===== src/rtl/cpu_timing_pkg.sv =====
// Shared beat/phase encodings and the next-beat rule for the hard-wired controller's timing generator.
package cpu_timing_pkg;

    localparam logic [2:0] W1 = 3'b001;
    localparam logic [2:0] W2 = 3'b010;
    localparam logic [2:0] W3 = 3'b100;

    localparam logic [2:0] T1     = 3'b001;
    localparam logic [2:0] T2     = 3'b010;
    localparam logic [2:0] T3     = 3'b100;
    localparam logic [2:0] T_IDLE = 3'b000;

    localparam logic [2:0] TG_RESET_W = 3'b001;

    typedef enum logic {
        ST_HALT = 1'b0,
        ST_RUN  = 1'b1
    } tg_state_e;

    function automatic logic is_onehot3(input logic [2:0] v);
        return (v == 3'b001) || (v == 3'b010) || (v == 3'b100);
    endfunction

    // SHORT only matters in W1 and LONG only in W2; W3 always closes the instruction.
    function automatic logic [2:0] next_beat(input logic [2:0] w,
                                             input logic       short_req,
                                             input logic       long_req);
        logic [2:0] nb;
        case (w)
            W1:      nb = short_req ? W1 : W2;
            W2:      nb = long_req  ? W3 : W1;
            W3:      nb = W1;
            default: nb = W1;
        endcase
        return nb;
    endfunction

endpackage


===== src/rtl/btn_sync_edge.sv =====
// Synchronises an asynchronous pushbutton through SYNC_STAGES flops and emits a one-cycle rising-edge pulse.
module btn_sync_edge #(
    parameter int SYNC_STAGES = 2
) (
    input  logic clk_i,
    input  logic rst_i,
    input  logic btn_i,
    output logic rise_o
);

    logic [SYNC_STAGES-1:0] sync_q;
    logic                   prev_q;

    // Synchroniser chain plus the delayed copy used by the edge detector.
    always_ff @(posedge clk_i or posedge rst_i) begin
        if (rst_i) begin
            sync_q <= {SYNC_STAGES{1'b0}};
            prev_q <= 1'b0;
        end else begin
            sync_q <= {sync_q[SYNC_STAGES-2:0], btn_i};
            prev_q <= sync_q[SYNC_STAGES-1];
        end
    end

    assign rise_o = sync_q[SYNC_STAGES-1] & ~prev_q;

endmodule


===== src/rtl/timing_generator.sv =====
// Beat/phase sequencer producing one-hot W[3:1] and T[3:1] for the hard-wired controller.
// Optional single-instruction stepping is enabled by defining TG_SINGLE_STEP_EN.
module timing_generator
    import cpu_timing_pkg::*;
#(
    parameter int SYNC_STAGES = 2
) (
    input  logic       CLK,
    input  logic       CLR,
    input  logic       QD,
    input  logic       SHORT,
    input  logic       LONG,
    input  logic       STOP,
`ifdef TG_SINGLE_STEP_EN
    input  logic       STEP_MODE,
`endif
    output logic [2:0] W,
    output logic [2:0] T,
    output logic       RUNNING,
    output logic       BEAT_END
);

    tg_state_e  state_q, state_d;
    logic [2:0] w_q, w_d;
    logic [2:0] t_q, t_d;
    logic       qd_rise_s;
    logic [2:0] beat_nx_s;
    logic       halt_req_s;

    btn_sync_edge #(
        .SYNC_STAGES(SYNC_STAGES)
    ) u_qd_sync (
        .clk_i (CLK),
        .rst_i (CLR),
        .btn_i (QD),
        .rise_o(qd_rise_s)
    );

    // State, phase and beat registers.
    always_ff @(posedge CLK or posedge CLR) begin
        if (CLR) begin
            state_q <= ST_HALT;
            w_q     <= TG_RESET_W;
            t_q     <= T_IDLE;
        end else begin
            state_q <= state_d;
            w_q     <= w_d;
            t_q     <= t_d;
        end
    end

    // Next-state logic: phase rotation, beat selection at T3, halt and start handling.
    always_comb begin
        state_d   = state_q;
        w_d       = w_q;
        t_d       = t_q;
        beat_nx_s = next_beat(w_q, SHORT, LONG);
`ifdef TG_SINGLE_STEP_EN
        halt_req_s = STOP | (STEP_MODE & (beat_nx_s == W1));
`else
        halt_req_s = STOP;
`endif
        if (!is_onehot3(w_q)) begin
            state_d = ST_HALT;
            w_d     = TG_RESET_W;
            t_d     = T_IDLE;
        end else begin
            case (state_q)
                ST_HALT: begin
                    if (t_q != T_IDLE) begin
                        w_d = TG_RESET_W;
                        t_d = T_IDLE;
                    end else if (qd_rise_s) begin
                        state_d = ST_RUN;
                        t_d     = T1;
                    end else begin
                        t_d = T_IDLE;
                    end
                end
                ST_RUN: begin
                    case (t_q)
                        T1: t_d = T2;
                        T2: t_d = T3;
                        T3: begin
                            // The beat still advances on a halt so a restart resumes the sequence.
                            w_d = beat_nx_s;
                            if (halt_req_s) begin
                                state_d = ST_HALT;
                                t_d     = T_IDLE;
                            end else begin
                                t_d = T1;
                            end
                        end
                        default: begin
                            state_d = ST_HALT;
                            w_d     = TG_RESET_W;
                            t_d     = T_IDLE;
                        end
                    endcase
                end
                default: begin
                    state_d = ST_HALT;
                    w_d     = TG_RESET_W;
                    t_d     = T_IDLE;
                end
            endcase
        end
    end

    assign W        = w_q;
    assign T        = t_q;
    assign RUNNING  = (state_q == ST_RUN);
    assign BEAT_END = t_q[2] & (state_q == ST_RUN);

endmodule


===== config.mk =====
export PLATFORM = sky130hd
export DESIGN_NAME = timing_generator
export DESIGN_NICKNAME = d
export VERILOG_FILES = /design/src/rtl/cpu_timing_pkg.sv /design/src/rtl/btn_sync_edge.sv /design/src/rtl/timing_generator.sv
export SDC_FILE = /design/constraint.sdc
export NUM_CORES = 1
export LEC_CHECK = 0
export ABC_AREA = 1
export CORE_AREA = 2 2 39 41
export DETAILED_ROUTE_END_ITERATION = 10
export DIE_AREA = 0 0 41 43
export HOLD_SLACK_MARGIN = 0.05
export PLACE_DENSITY = 0.68
export SLEW_MARGIN = 20
export SYNTH_ARGS = -nofsm -noshare
export SYNTH_HDL_FRONTEND = slang
export SYNTH_SLANG_ARGS = --single-unit

===== constraint.sdc =====
create_clock -name CLK -period 3 [get_ports CLK]
set_input_delay 0.3 -clock CLK [delete_from_list [all_inputs] [get_ports CLK]]
set_output_delay 0.3 -clock CLK [all_outputs]
set_load 0.02 [all_outputs]

After elaboration in Yosys (flattened, before gate mapping) --
Index checks and enable logic that the tools add are counted.
Word-level totals: register bits 10, input port bits 6, output and inout bits 8, word-level logic and storage cells 41
Cells by class: equal/unequal tests 8, mux-type cells 19, bitwise gates (word level) 4, reduce and logical (&&, ||, !) cells 5
Operator list (count):
- $pmux W3 S2 | 4
- $mux W3 | 4
- $pmux W3 S3 | 1
- $mux W1 | 7
- $eq A3 B1 Y1 const B | 2
- $eq A3 B2 Y1 const B | 2
- $eq A3 B3 Y1 const B | 2
- $ne A3 B3 Y1 const B | 2
- $pmux W1 S2 | 2
- $reduce_bool A3 Y1 | 1
- $and A1 B1 Y1 | 2
- $logic_or A1 B1 Y1 | 2
- $mux W2 | 1
- $not A1 Y1 | 2
- $reduce_and A2 Y1 | 1
- $reduce_or A2 Y1 | 1

Logic depth before layout (Yosys ltp) --
depth after elaboration 6, depth in mapped cells 8

Modules after synthesis --
A second synthesis with hierarchy kept.
Second synthesis, totals: cells, all modules 67, area total of the unflattened synthesis 549.3 µm²
Modules (own cells, without submodules):
- timing_generator | instances 1, cells each 61, area each 460.4 µm², seq. area each 176.4 µm²
- btn_sync_edge | instances 1, cells each 6, area each 88.8 µm², seq. area each 75.1 µm²

Worst setup path after synthesis --
OpenSTA, ideal clock, no wires.
path kind register to register, start point register w_q[0], in the netlist W[0], end point register state_q, in the netlist RUNNING, arrival time 1058 ps, path slack 1825 ps, stages on the path, launching flop included 8, clock period less this slack 1175 ps, cells stage by stage dfstp_2 > inv_1 > nand3_2 > nand2_2 > nor2_4 > inv_2 > nand2_2 > nand2_1
On the way: cells in the longest elaborated chain, start to end 4
RTL lines:
- from (decl) | RTL line timing_generator.sv:24 | logic [2:0] w_q, w_d;
- from (signal assigned) | RTL line timing_generator.sv:47 | w_q <= w_d;
- $eq A3 B1 Y1 or $eq A3 B2 Y1 (tied branches) | RTL line cpu_timing_pkg.sv:21 | return (v == 3'b001) || (v == 3'b010) || (v == 3'b100);
- $logic_or A1 B1 Y1 | RTL line cpu_timing_pkg.sv:21
- $logic_or A1 B1 Y1 * | RTL line cpu_timing_pkg.sv:21
- $mux W1 * | RTL line timing_generator.sv:63 | if (!is_onehot3(w_q)) begin
- via state_d | RTL line timing_generator.sv:23 | tg_state_e state_q, state_d;
- to (signal assigned) | RTL line timing_generator.sv:46 | state_q <= state_d;
- to (decl) | RTL line timing_generator.sv:23
The timed path passes the listed nets; every way through them passes the cells marked *. A chain may end at the register's enable or synchronous reset.

Final worst setup path --
start point register w_q[0], in the netlist W[0], end point output W[0]
RTL lines:
- to (decl) | RTL line timing_generator.sv:17 | output logic [2:0] W,
No word-level cell between the ends.

==> summary.txt <==
Status
  • Result of the run: finished, final reports clean

Global routing
  • Pin count of the biggest net entering global routing: 11
  • Total GRT Usage: between 10% and 20%
  • Antenna violations before repair: 0
  • First-pass GRT wire length: 1690 um
  • GRT overflow: 0
  • Via count of the first global-routing pass: 464

Pwr
  • Worst IR Drop VDD: 0.252 mV
  • Leakage power of the design: 0.372 nW
  • Total power per unit cell area: 602 nW/um2
  • Post-layout total power: 0.000418 W

Critical path
  • Largest stage delay on the critical path: roughly 0.61 ns
  • Family with the most delay on the worst path: buffers and inverters
  • Critical Path Slowest Stage Cell: sky130_fd_sc_hd__clkdlybuf4s50_1
  • Worst reg2reg setup slack: 1.84 ns
  • Count of cells along the worst register-to-register path: 7
  • Crit path cell chain: clkdlybuf4s50_1
  • Capture instance of the worst register-to-register path: RUNNING
  • Highest net fanout along the worst path: 5
  • CP bufs+invs: 1
  • FF-to-FF Start: W[0]
  • Crit path DAT: 1.46 ns
  • Data required time at the worst endpoint: 2.70 ns
  • Critical path launch point type: flip-flop
  • Nature of the critical path endpoint: primary output
  • Critical Setup Path Class: flip-flop to primary output

Final layout
  • # nets final: 88
  • Fill cells: around 160
  • Antenna diode count: 0
  • Post-synthesis to final-layout area growth: 36.7%
  • Share of post-route cells with drive strength above 1: 19.8%

Timing
  • Total count of max-transition violations in the final report: 0
  • Worst Tran Pin Value: around 0.37 ns
  • Portion of the clock cycle consumed by the worst path in the final layout: 58.5%
  • Unrepaired setup endpoints after global routing: no
  • Fmax achieved: between 500 and 600 MHz
  • Endpoints failing setup: 0
  • Worst max-slew margin expressed relative to the limit: 75.0%
  • Number of hold-slack violations in the final timing report: 0
  • Final worst path period need: 1.76 ns
  • Clock skew: ~0.0006 ns
  • Total negative slack for setup checks: 0 ns

Clock tree
  • Number of buffers inserted to repair setup after CTS: 0
  • Hold-fix buffers at CTS: 0
  • Clock insertion delay at the later pin of the skew report: around 0.27 ns
  • Clk root buf: sky130_fd_sc_hd__clkbuf_4
  • Resize count post-CTS: 0
  • Number of clock buffers inserted by TritonCTS: 3
  • TritonCTS Sinks: 10
  • CTS tree: done
  • Number of H-tree levels: 1
  • CTS clk-pin slew, worst paths: 0.07 ns
  • Clock buffer depth: 2

Logic synthesis
  • Top cell type by total area after synthesis: sky130_fd_sc_hd__dfrtp_1
  • Number of distinct standard cells referenced by the synthesized netlist: 17
  • Number of nets in the synthesized netlist: 70
  • Synth Flop Type: sky130_fd_sc_hd__dfrtp_1
  • Top area cells in the synthesized netlist: sky130_fd_sc_hd__dfrtp_1 44%, sky130_fd_sc_hd__nand2_1 12%, sky130_fd_sc_hd__inv_1 10%, sky130_fd_sc_hd__nand3_2 5.9%, sky130_fd_sc_hd__dfstp_2 5.2%
  • Most common cell in the synthesized netlist: sky130_fd_sc_hd__nand2_1
  • Synthesized cell area: slightly above 500 um2
  • Synthesis-stage register bit count: 10
  • Total number of yosys warnings: 0
  • Number of enable-type register cells in the synthesized netlist: 0
  • Mean area per synthesized cell: 7.94 um2
  • Fraction of registers with async set or reset after synthesis: 100%
  • Synthesized netlist cell count: 64
  • Share of Yosys cell area claimed by the top area cell type: 44.3%
  • Top cell types by occurrence after synthesis: 16 x sky130_fd_sc_hd__nand2_1, 14 x sky130_fd_sc_hd__inv_1, 9 x sky130_fd_sc_hd__dfrtp_1
  • Sequential-to-total area share from yosys stat: 49.5%

Floorplan
  • Die Width: 41 um
  • Number of rows in the core area: 14
  • Die area: 1760 um2
  • IO Count: 14
  • DIE HEIGHT: approximately 43 um
  • Effective utilization at floorplan: 36.7%
  • Placeable Area: between 1000 and 1500 um2

Detailed routing
  • Total Routed Length: roughly 950 um
  • Average detailed-routed wire length per instance: 9.80 um
  • Number of remaining DRC errors: 0
  • Count of antenna-violating nets left after detailed routing: 0
  • Post-detailed-route via-to-cell ratio: 4.59
  • Detailed-route via count: 445
  • Number of iterations in the first detailed-routing pass: 3
  • Drt initial violations: 2

Place
  • Gpl congestion: 0.708
  • Number of buffers inserted by port buffering: 13
  • HPWL reported at the end of detailed placement: 745 um

Job
  • Max_cap viols: 0

Worst hold path
  • Hold Path Class: input pin to asynchronous set/reset pin
==> power by group <==
| group | switching (W) | internal, W | leakage, nW |
|---|---|---|---|
| combinational | 0.0000757 | 0.0000542 | 0.223 |
| sequential | 0.0000141 | 0.000152 | 0.128 |
| clock | 0.0000480 | 0.0000738 | 0.0210 |
==> cells in the final DEF (no fill, tap or decap), drive strengths merged <==
cell,Yosys,final
a21oi,1,1
clkbuf,0,4
clkdlybuf4s50,0,13
dfrtp,9,9
dfstp,1,1
inv,17,17
nand2,18,18
nand3,5,5
nand4,1,1
nor2,8,8
nor3,1,1
o21ai,1,1
o22ai,1,1
o31ai,1,1
==> layer usage <==
metal	vias to the layer above	global-route usage [%]	part of all wire [%]
li1	225	-	-
met4	0	12.0	4.0
met2	14	23.4	47
met5	-	0	0
met3	5	3.14	5.0
met1	201	15.9	43
==> registers in the layout (all words and copies together) (netlist names) <==
signal / flops
u_qd_sync.prev_q: 1
W: 3
T: 3
RUNNING: 1
u_qd_sync.sync_q: 2
==> cell type report <==
cell class,count,area [um2],area share (%)
Multi-Input combinational cell,37,193,27.7
Inverter,17,63.8,9.19
Clock buffer,4,36.3,5.23
Sequential cell,10,251,36.2
Timing Repair Buffer,13,130,18.7
Tap cell,16,20.0,2.88
==> worst max path at each step <==
| stage | startpoint | endpoint | slack [ns] | depth (start not counted) |
|---|---|---|---|---|
| after floorplan | W[0] | RUNNING | 1.83 | 7 |
| after global placement | W[0] | W[0] | 1.55 | 1 |
| after detailed placement | W[0] | W[0] | 1.53 | 1 |
| after CTS | W[0] | W[0] | 1.23 | 1 |
| after global routing | W[0] | W[0] | 1.20 | 1 |
| final | W[0] | W[0] | 1.24 | 1 |
==> through the flow <==
step	worst slack [ns]	instance area [um2]	hold WS (ns)	std cells	util [%]
2_1_floorplan	1.83	508	0.139	64	-
5_1_grt	1.20	694	0.369	97	50.2
6_report	1.24	694	0.298	97	50.2
4_1_cts	1.23	694	0.310	97	50.2
3_5_place_dp	1.53	658	0.338	93	47.6
3_3_place_gp	1.55	658	0.334	93	47.6
==> logic make-up after synthesis <==
kind of cell,share of synthesized area [%]
AOI/OAI and AO/OA,4.68
buffers and inverters,12.6
DFF,49.5
and+or+nand+nor,33.3
No activity file was read; power rests on OpenSTA's default activity.
